## config.mk

```make
export PLATFORM = sky130hd
export DESIGN_NAME = aes_key_sched_ctrl
export DESIGN_NICKNAME = d
export VERILOG_FILES = /design/src/rtl/aes_pkg.sv /design/src/rtl/aes_key_expand_step.sv /design/src/rtl/aes_key_sched_ctrl.sv
export SDC_FILE = /design/constraint.sdc
export NUM_CORES = 2
export LEC_CHECK = 0
export BUFFER_PORTS_ARGS = -buffer_cell sky130_fd_sc_hd__buf_4
export CORE_UTILIZATION = 30
export CTS_CLUSTER_SIZE = 10
export DETAILED_ROUTE_END_ITERATION = 12
export SLEW_MARGIN = 5
export SYNTH_ARGS = -nofsm -noshare
export SYNTH_HDL_FRONTEND = slang
export SYNTH_SLANG_ARGS = --single-unit
export TNS_END_PERCENT = 5
```

## constraint.sdc

```tcl
create_clock -name clk_i -period 22.5 [get_ports clk_i]
set_clock_uncertainty 0.1 [all_clocks]
set_input_delay 2.25 -clock clk_i [delete_from_list [all_inputs] [get_ports clk_i]]
set_output_delay 2.25 -clock clk_i [all_outputs]
set_load 0.05 [all_outputs]
```

## src/rtl/aes_pkg.sv

```systemverilog
// Shared types and GF(2^8) helpers for the AES-128 key schedule sequencer.
// The S-box is computed as inverse-then-affine so no 256-entry table has to be maintained by hand.
package aes_pkg;

  typedef enum logic [1:0] {
    IDLE   = 2'd0,
    EXPAND = 2'd1,
    DONE   = 2'd2
  } state_t;

  localparam logic [7:0] RCON_INIT = 8'h01;

  function automatic logic [7:0] xtime(input logic [7:0] b);
    return {b[6:0], 1'b0} ^ (b[7] ? 8'h1b : 8'h00);
  endfunction

  function automatic logic [7:0] gf_mul(input logic [7:0] a, input logic [7:0] b);
    logic [7:0] p;
    logic [7:0] x;
    p = 8'h00;
    x = a;
    for (int i = 0; i < 8; i++) begin
      if (b[i]) p = p ^ x;
      x = xtime(x);
    end
    return p;
  endfunction

  function automatic logic [7:0] sbox(input logic [7:0] b);
    logic [7:0] inv;
    inv = 8'h01;
    // b^254 is the multiplicative inverse in GF(2^8), and maps 0 to 0
    for (int i = 7; i >= 0; i--) begin
      inv = gf_mul(inv, inv);
      if (i != 0) inv = gf_mul(inv, b);
    end
    return inv ^ {inv[6:0], inv[7]} ^ {inv[5:0], inv[7:6]} ^
           {inv[4:0], inv[7:5]} ^ {inv[3:0], inv[7:4]} ^ 8'h63;
  endfunction

endpackage

```

## src/rtl/aes_key_expand_step.sv

```systemverilog
// One AES-128 key expansion step: RotWord, SubWord and Rcon applied to w3,
// followed by the XOR chain across w0..w3. Purely combinational.
module aes_key_expand_step
  import aes_pkg::*;
(
  input  logic [127:0] key,
  input  logic [7:0]   rcon,
  output logic [127:0] next_key
);

  logic [31:0] w0, w1, w2, w3;
  logic [31:0] rot_w3, sub_w3, temp;
  logic [31:0] n0, n1, n2, n3;

  assign {w0, w1, w2, w3} = key;
  assign rot_w3 = {w3[23:0], w3[31:24]};

  genvar gi;
  generate
    for (gi = 0; gi < 4; gi++) begin : g_sub
      assign sub_w3[gi*8 +: 8] = sbox(rot_w3[gi*8 +: 8]);
    end
  endgenerate

  assign temp = sub_w3 ^ {rcon, 24'h000000};
  assign n0 = w0 ^ temp;
  assign n1 = w1 ^ n0;
  assign n2 = w2 ^ n1;
  assign n3 = w3 ^ n2;
  assign next_key = {n0, n1, n2, n3};

endmodule

```

## src/rtl/aes_key_sched_ctrl.sv

```systemverilog
// AES-128 key schedule sequencer: emits round keys 0..NR over valid/ready.
// Optional last_key_o port (decryption start key) is enabled by AES_KEYSCHED_LASTKEY_EN.
module aes_key_sched_ctrl
  import aes_pkg::*;
#(
  parameter int unsigned NR = 10
) (
  input  logic         clk_i,
  input  logic         rst_ni,
  input  logic         start_i,
  input  logic [127:0] key_i,
  output logic         busy_o,
  output logic         rk_valid_o,
  input  logic         rk_ready_i,
  output logic [127:0] rk_o,
  output logic [3:0]   rk_idx_o,
  output logic         done_o
`ifdef AES_KEYSCHED_LASTKEY_EN
  ,
  output logic [127:0] last_key_o
`endif
);

  localparam logic [3:0] LAST_IDX = 4'(NR);

  state_t       state_reg, state_next;
  logic [127:0] key_reg, key_next, step_key;
  logic [3:0]   idx_reg, idx_next;
  logic [7:0]   rcon_reg, rcon_next;
  logic         xfer;

  aes_key_expand_step u_step (
    .key      (key_reg),
    .rcon     (rcon_reg),
    .next_key (step_key)
  );

  assign xfer = (state_reg == EXPAND) && rk_ready_i;

  always_ff @(posedge clk_i or negedge rst_ni) begin
    if (!rst_ni) begin
      state_reg <= IDLE;
      key_reg   <= '0;
      idx_reg   <= '0;
      rcon_reg  <= RCON_INIT;
    end else begin
      state_reg <= state_next;
      key_reg   <= key_next;
      idx_reg   <= idx_next;
      rcon_reg  <= rcon_next;
    end
  end

  // Registers hold unless a start is taken or a non-final transfer advances the schedule
  always_comb begin
    state_next = state_reg;
    key_next   = key_reg;
    idx_next   = idx_reg;
    rcon_next  = rcon_reg;
    case (state_reg)
      IDLE: begin
        if (start_i) begin
          state_next = EXPAND;
          key_next   = key_i;
          idx_next   = '0;
          rcon_next  = RCON_INIT;
        end
      end
      EXPAND: begin
        if (xfer) begin
          if (idx_reg == LAST_IDX) begin
            state_next = DONE;
          end else begin
            key_next  = step_key;
            idx_next  = idx_reg + 4'd1;
            rcon_next = xtime(rcon_reg);
          end
        end
      end
      DONE:    state_next = IDLE;
      default: state_next = IDLE;
    endcase
  end

  always_comb begin
    busy_o     = 1'b0;
    rk_valid_o = 1'b0;
    done_o     = 1'b0;
    case (state_reg)
      EXPAND: begin
        busy_o     = 1'b1;
        rk_valid_o = 1'b1;
      end
      DONE: begin
        busy_o = 1'b1;
        done_o = 1'b1;
      end
      default: ;
    endcase
  end

  assign rk_o     = key_reg;
  assign rk_idx_o = idx_reg;

`ifdef AES_KEYSCHED_LASTKEY_EN
  logic [127:0] last_key_reg;

  always_ff @(posedge clk_i or negedge rst_ni) begin
    if (!rst_ni) begin
      last_key_reg <= '0;
    end else if (xfer && (idx_reg == LAST_IDX)) begin
      last_key_reg <= key_reg;
    end
  end

  assign last_key_o = last_key_reg;
`endif

endmodule

```

---- Word level (Yosys, flattened, before mapping) ----
Cells that the tools add are included.
word-level totals
  flip-flop bits (word level) ............. 142
  logic and storage cells ................. 1632
  output and inout bits ................... 135
  input bits .............................. 132
operators by class
  reduce and logical (&&, ||, !) cells .... 6
  equality and inequality tests ........... 7
  multiplexer cells ....................... 832
  bitwise gates (word level) .............. 782
  $add $sub $neg .......................... 1
operators with widths
  kind                                                                    count
  8-bit XOR                                                               744
  8-bit two-way mux                                                       423
  5-bit two-way mux                                                       369
  128-bit two-way mux                                                     3
  128-bit case mux with 2 select lines                                    1
  32-bit XOR                                                              5
  4-bit two-way mux                                                       7
  7-bit two-way mux                                                       4
  1-bit NOT (first input constant)                                        28
  6-bit two-way mux                                                       4
  4-bit NOT                                                               4
  8-bit case mux with 2 select lines                                      1
  2-bit two-way mux                                                       7
  3-bit two-way mux                                                       4
  4-bit case mux with 2 select lines                                      1
  8-bit by 5-bit XOR with 8-bit output                                    1
  1-bit two-way mux                                                       7
  2-bit inequality test (second input constant)                           3
  4-bit by 1-bit adder with 4-bit output (second input constant)          1
  4-bit equality test (second input constant)                             1
  2-bit case mux with 2 select lines                                      1
  4-bit AND reduction                                                     1
  3-bit AND reduction                                                     1
  2-bit by 1-bit equality test with 1-bit output (second input constant)  1
  6 further kinds                                                         6

---- Depth between registers and ports, before layout ----
  depth after elaboration ................. 229
  depth in mapped cells ................... 97
  depth with buffers taken out ............ 81

---- Cells and area by module ----
A second synthesis with hierarchy kept.
second synthesis, totals
  cell total of the unflattened synthesis .. 7889
  area total of the unflattened synthesis .. 64754.6 µm²
modules (own cells, without submodules)
  module               area an instance (µm²)  cells each  sequential area each (µm²)  instances
  aes_key_expand_step  58472.3                 7395        0.0                         1
  aes_key_sched_ctrl   6282.3                  494         3554.7                      1

---- Least setup slack after synthesis ----
Ideal clock, no wire load.
  path type ............................... reg2reg
  from .................................... register key_reg[15] (netlist: rk_o[15])
  to ...................................... register key_reg[18] (netlist: rk_o[18])
  setup slack ............................. -1.259 ns
  data arrival time ....................... 23.560 ns
  clock period less this slack ............ 23.759 ns
  buffers on the path ..................... 13
  data required time ...................... 22.301 ns
  stages on the path, launching flop included .. 89
  library setup time ...................... 0.099 ns
  cells stage by stage .................... dfrtp_1 ha_1 buf_2 xor2_2 mux2i_1 xnor2_1 clkbuf_1 nor2_1 xnor2_1 xnor2_1 xor2_1 xnor2_1 xnor2_1 inv_1 buf_2 ha_1 xor3_1 xnor2_1 [53 not listed] xor2_1 nor2b_1 o21ba_2 o22ai_1 xor3_1 xor2_1 inv_1 buf_2 ha_1 xor2_1 xnor2_1 nor2_1 xor2_1 xnor3_1 xor2_1 xnor2_1 xnor3_1 a311oi_1
between the ends
  word-level cells in the longest chain between the ends .. 214
  elaborated cells between the ends (all ways) .. 386
  classes of those cells .................. mux: 195; bitwise: 191
RTL lines
  element                                                        RTL line                      RTL
  from (decl)                                                    aes_key_sched_ctrl.sv:27      logic [127:0] key_reg, key_next, step_key;
  from (signal assigned)                                         aes_key_sched_ctrl.sv:48      key_reg <= key_next;
  8-bit two-way mux                                              aes_pkg.sv:23                 if (b[i]) p = p ^ x;
  5-bit two-way mux / 8-bit two-way mux (equally long branches)  aes_pkg.sv:14, aes_pkg.sv:23
  8-bit XOR (on tied branches)                                   aes_pkg.sv:14, aes_pkg.sv:23
  8-bit XOR / 8-bit two-way mux (equally long branches)          aes_pkg.sv:23
  8-bit two-way mux / 8-bit XOR (equally long branches)          aes_pkg.sv:23
  8-bit XOR / 8-bit two-way mux (equally long branches)          aes_pkg.sv:23
  8-bit two-way mux / 8-bit XOR (equally long branches)          aes_pkg.sv:23
  8-bit XOR / 8-bit two-way mux (equally long branches)          aes_pkg.sv:23
  [198 not listed]                                               --
  32-bit XOR *                                                   aes_key_expand_step.sv:25     assign temp = sub_w3 ^ {rcon, 24'h000000};
  32-bit XOR *                                                   aes_key_expand_step.sv:26     assign n0 = w0 ^ temp;
  32-bit XOR *                                                   aes_key_expand_step.sv:27     assign n1 = w1 ^ n0;
  32-bit XOR *                                                   aes_key_expand_step.sv:28     assign n2 = w2 ^ n1;
  32-bit XOR *                                                   aes_key_expand_step.sv:29     assign n3 = w3 ^ n2;
  128-bit two-way mux *                                          aes_key_sched_ctrl.sv:71      if (idx_reg == LAST_IDX) begin
  128-bit two-way mux *                                          aes_key_sched_ctrl.sv:70      if (xfer) begin
  128-bit case mux with 2 select lines *                         aes_key_sched_ctrl.sv:60      case (state_reg)
Every way passes the cells marked *; elsewhere a longest branch is shown, timed or not. The select of a mux whose other input is x is not followed.
A chain may end at the register's enable or synchronous reset.

---- Worst setup path in the final report ----
  from .................................... register key_reg[15] (netlist: rk_o[15])
  to ...................................... register key_reg[19] (netlist: rk_o[19])
The elaborated chain is that of the path after synthesis.

==> run summary <==
I/O pins - 267
Tightest Pin Transition - 1.22 ns
Post-Syn Area - 0.0654 mm^2
Drt initial violations - 5444
Buf+Inv Stages, Crit Path - 9
Post-CTS Hold Fix Bufs - 0
Synth Flop Type - dfrtp_1
GR Overflow Total - 0
Worst R2R Start - rk_o[15]
Starting density of the core - 30.1%
Detailed-route DRC error count - 0
RSZ-0062 raised after global routing - yes
Cell taking the most area after synthesis - xnor2_1
Post-synth EDFFs - 0
Warnings, synthesis - 0
Largest register FFs - 128
Clock Pin Slew Worst Setup and Hold Paths - 0.08 ns
Fmax - 46.0 MHz
WP data arrival - 21.97 ns
Iteration count of the initial detailed-routing pass - 6
Die area - 0.220 mm^2
Synth-to-layout area growth - 16.9%
Vias - 61945
Wire per inst - 21.9 um
Max stage delay cell, worst path - xor3_1
Syn Nets - 8243
Worst Path Required - 22.75 ns
Core ar. - 0.217 mm^2
Min-delay src - rcon_reg[5]
Final hold violations - 0
Clk_lat worst skew - 0.50 ns
Post-layout min period - 21.72 ns
CTS Sinks - 142
Post-Route Setup TNS - 0 ns
Top-area cell type share of the netlist area - 18.8%
Reg-to-reg slack, setup - 0.78 ns
Post-layout nets - 8629
HPWL Detailed - 187000 um
Vias per cell - 5.46
Commonest cells after routing, fill and taps aside - xnor2_1 (1292), nand2_1 (1069), buf_4 (956)
# port buffers - 266
Post-synth ARST share - 100%
CP Class - reg2reg
Hold Path End - rcon_reg[6]
Global placement routability congestion - 0.953
Critical Path Stages - 72
Antenna violations before repair - 13
Headroom to the max-slew limit - 18.9%
Clk buf depth - 2
Startpoint types - flip-flop
Synth unique cells - 127
Tcrit/Tclk final - 96.5%
Most common cell on crit path - xnor2_1
Commonest non-fill, non-tap cell in the layout - xnor2_1
Synth top area cells - xnor2_1 (19%), xnor3_1 (16%), xor2_1 (7.3%)
Max-cap viol count - 0
H-tree depth - 4
Yosys reg bits - 142
FF-to-FF path depth - 72
Die Height - 469 um
CP Capture Type - flip-flop
Clk root buf - clkbuf_16
Critical R2R Capture - rk_o[19]
Antenna viol nets, final - 0
Die X - 469 um
Setup violators final - 0
Status - completed
TritonCTS clock tree - built
Post-Syn Area per Cell - 8.09 um^2
WL final - 248000 um
Mapped Cells - 8078
Vias in the first global route - 60243
Post-synthesis sequential area ratio - 5.44%
Slew Viols, Final - 0
CP delay by family, top - XOR/XNOR gates
First-pass GRT wire length - 373000 um
Hold Crit Class - reg2reg
Worst hold stages - 2
GRT Total Usage - 21.7%
Ratio of cells with drive above 1 in the final layout - 18.5%
Standard-cell rows - 171
Total clock buffers created by CTS - 17
Largest net degree at the start of global routing - 86
Crit-path max FO - 74
Worst path max stage delay - 0.58 ns
worst max-delay path by stage:
| stage | from | to | slack (ns) |
|---|---|---|---|
| final | rk_o[15] | rk_o[19] | 0.78 |
| after global routing | rk_o[15] | rk_o[50] | -0.07 |
| after CTS | rk_o[31] | rk_o[0] | -0.07 |
| after detailed placement | rk_o[7] | rk_o[13] | -0.69 |
| after global placement | rk_o[7] | rk_o[13] | -0.48 |
| after floorplan | rk_o[16] | rk_o[29] | -0.11 |
synth_stat cells, drive strengths merged, types with 58 or more instances:
| master | number |
|---|---|
| mux2i | 297 |
| nand3 | 198 |
| clkbuf | 363 |
| xnor3 | 465 |
| nor2b | 60 |
| a211oi | 61 |
| o22ai | 119 |
| xor2 | 567 |
| nor3 | 135 |
| o21ai | 352 |
| o211ai | 58 |
| and3 | 62 |
| a21oi | 341 |
| dfrtp | 141 |
| inv | 110 |
| nand2b | 75 |
| buf | 247 |
| nand2 | 1074 |
| a22oi | 118 |
| nor2 | 678 |
| xnor2 | 1483 |
| and2 | 76 |
| xor3 | 129 |
through the flow:
stage	cells	hold WS, ns	util, %	setup WS, ns	area (um^2)
final	11340	0.417	35.2	0.781	76400
after global routing	11340	0.466	35.2	-0.0741	76400
after CTS	11241	0.422	34.2	-0.0713	74300
after detailed placement	11205	0.418	33.9	-0.689	73500
after global placement	11205	0.408	33.9	-0.478	73500
after floorplan	8078	0.380	-	-0.112	65700
metal layers:
layer / part of all wire (%) / GRT usage [%] / vias to the layer above
met1: 40 / 26.8 / 30197
met3: 5.5 / 1.76 / 473
li1: - / - / 28936
met5: 0.014 / 0 / -
met4: 5.6 / 11.7 / 6
met2: 49 / 37.2 / 2333
area by class of cell:
type / count / area (um^2)
inverter: 129 / 493
multi-input combinational: 7198 / 60600
clock inverter: 12 / 111
tap: 2854 / 3570
fill: 22499 / 141000
clock buffer: 20 / 447
timing repair buffer: 976 / 7540
sequential: 142 / 3600
antenna: 9 / 22.5
logic make-up after synthesis:
| family | Yosys count | share of synthesized area (%) |
|---|---|---|
| xor gates and xnor gates | 2644 | 49.5 |
| and+or+nand+nor | 2606 | 17.9 |
| AOI/OAI and AO/OA | 1570 | 16.4 |
| buffers and inverters | 739 | 4.72 |
| muxes | 344 | 5.42 |
| DFF | 142 | 5.44 |
| adders and majority gates | 33 | 0.631 |
worst register-to-register path: cells and delay by family (launching register included):
kind	cells	cell delay, ns
xor gates and xnor gates	38	11.96
AOI/OAI and AO/OA	12	3.22
buffers and inverters	9	2.04
and+or+nand+nor	8	2.01
muxes	3	1.08
adders and majority gates	2	0.75
DFF	1	0.41
timing repair:
item	CTS	global route
setup endpoints to repair	60	128
resized for setup	28	251
cloned	0	1
pin swaps	3	53
setup buffers	4	89
Power is left out: the tool's default activity adds up to more than one toggle a clock period on the data nets, which glitch-free logic cannot reach.
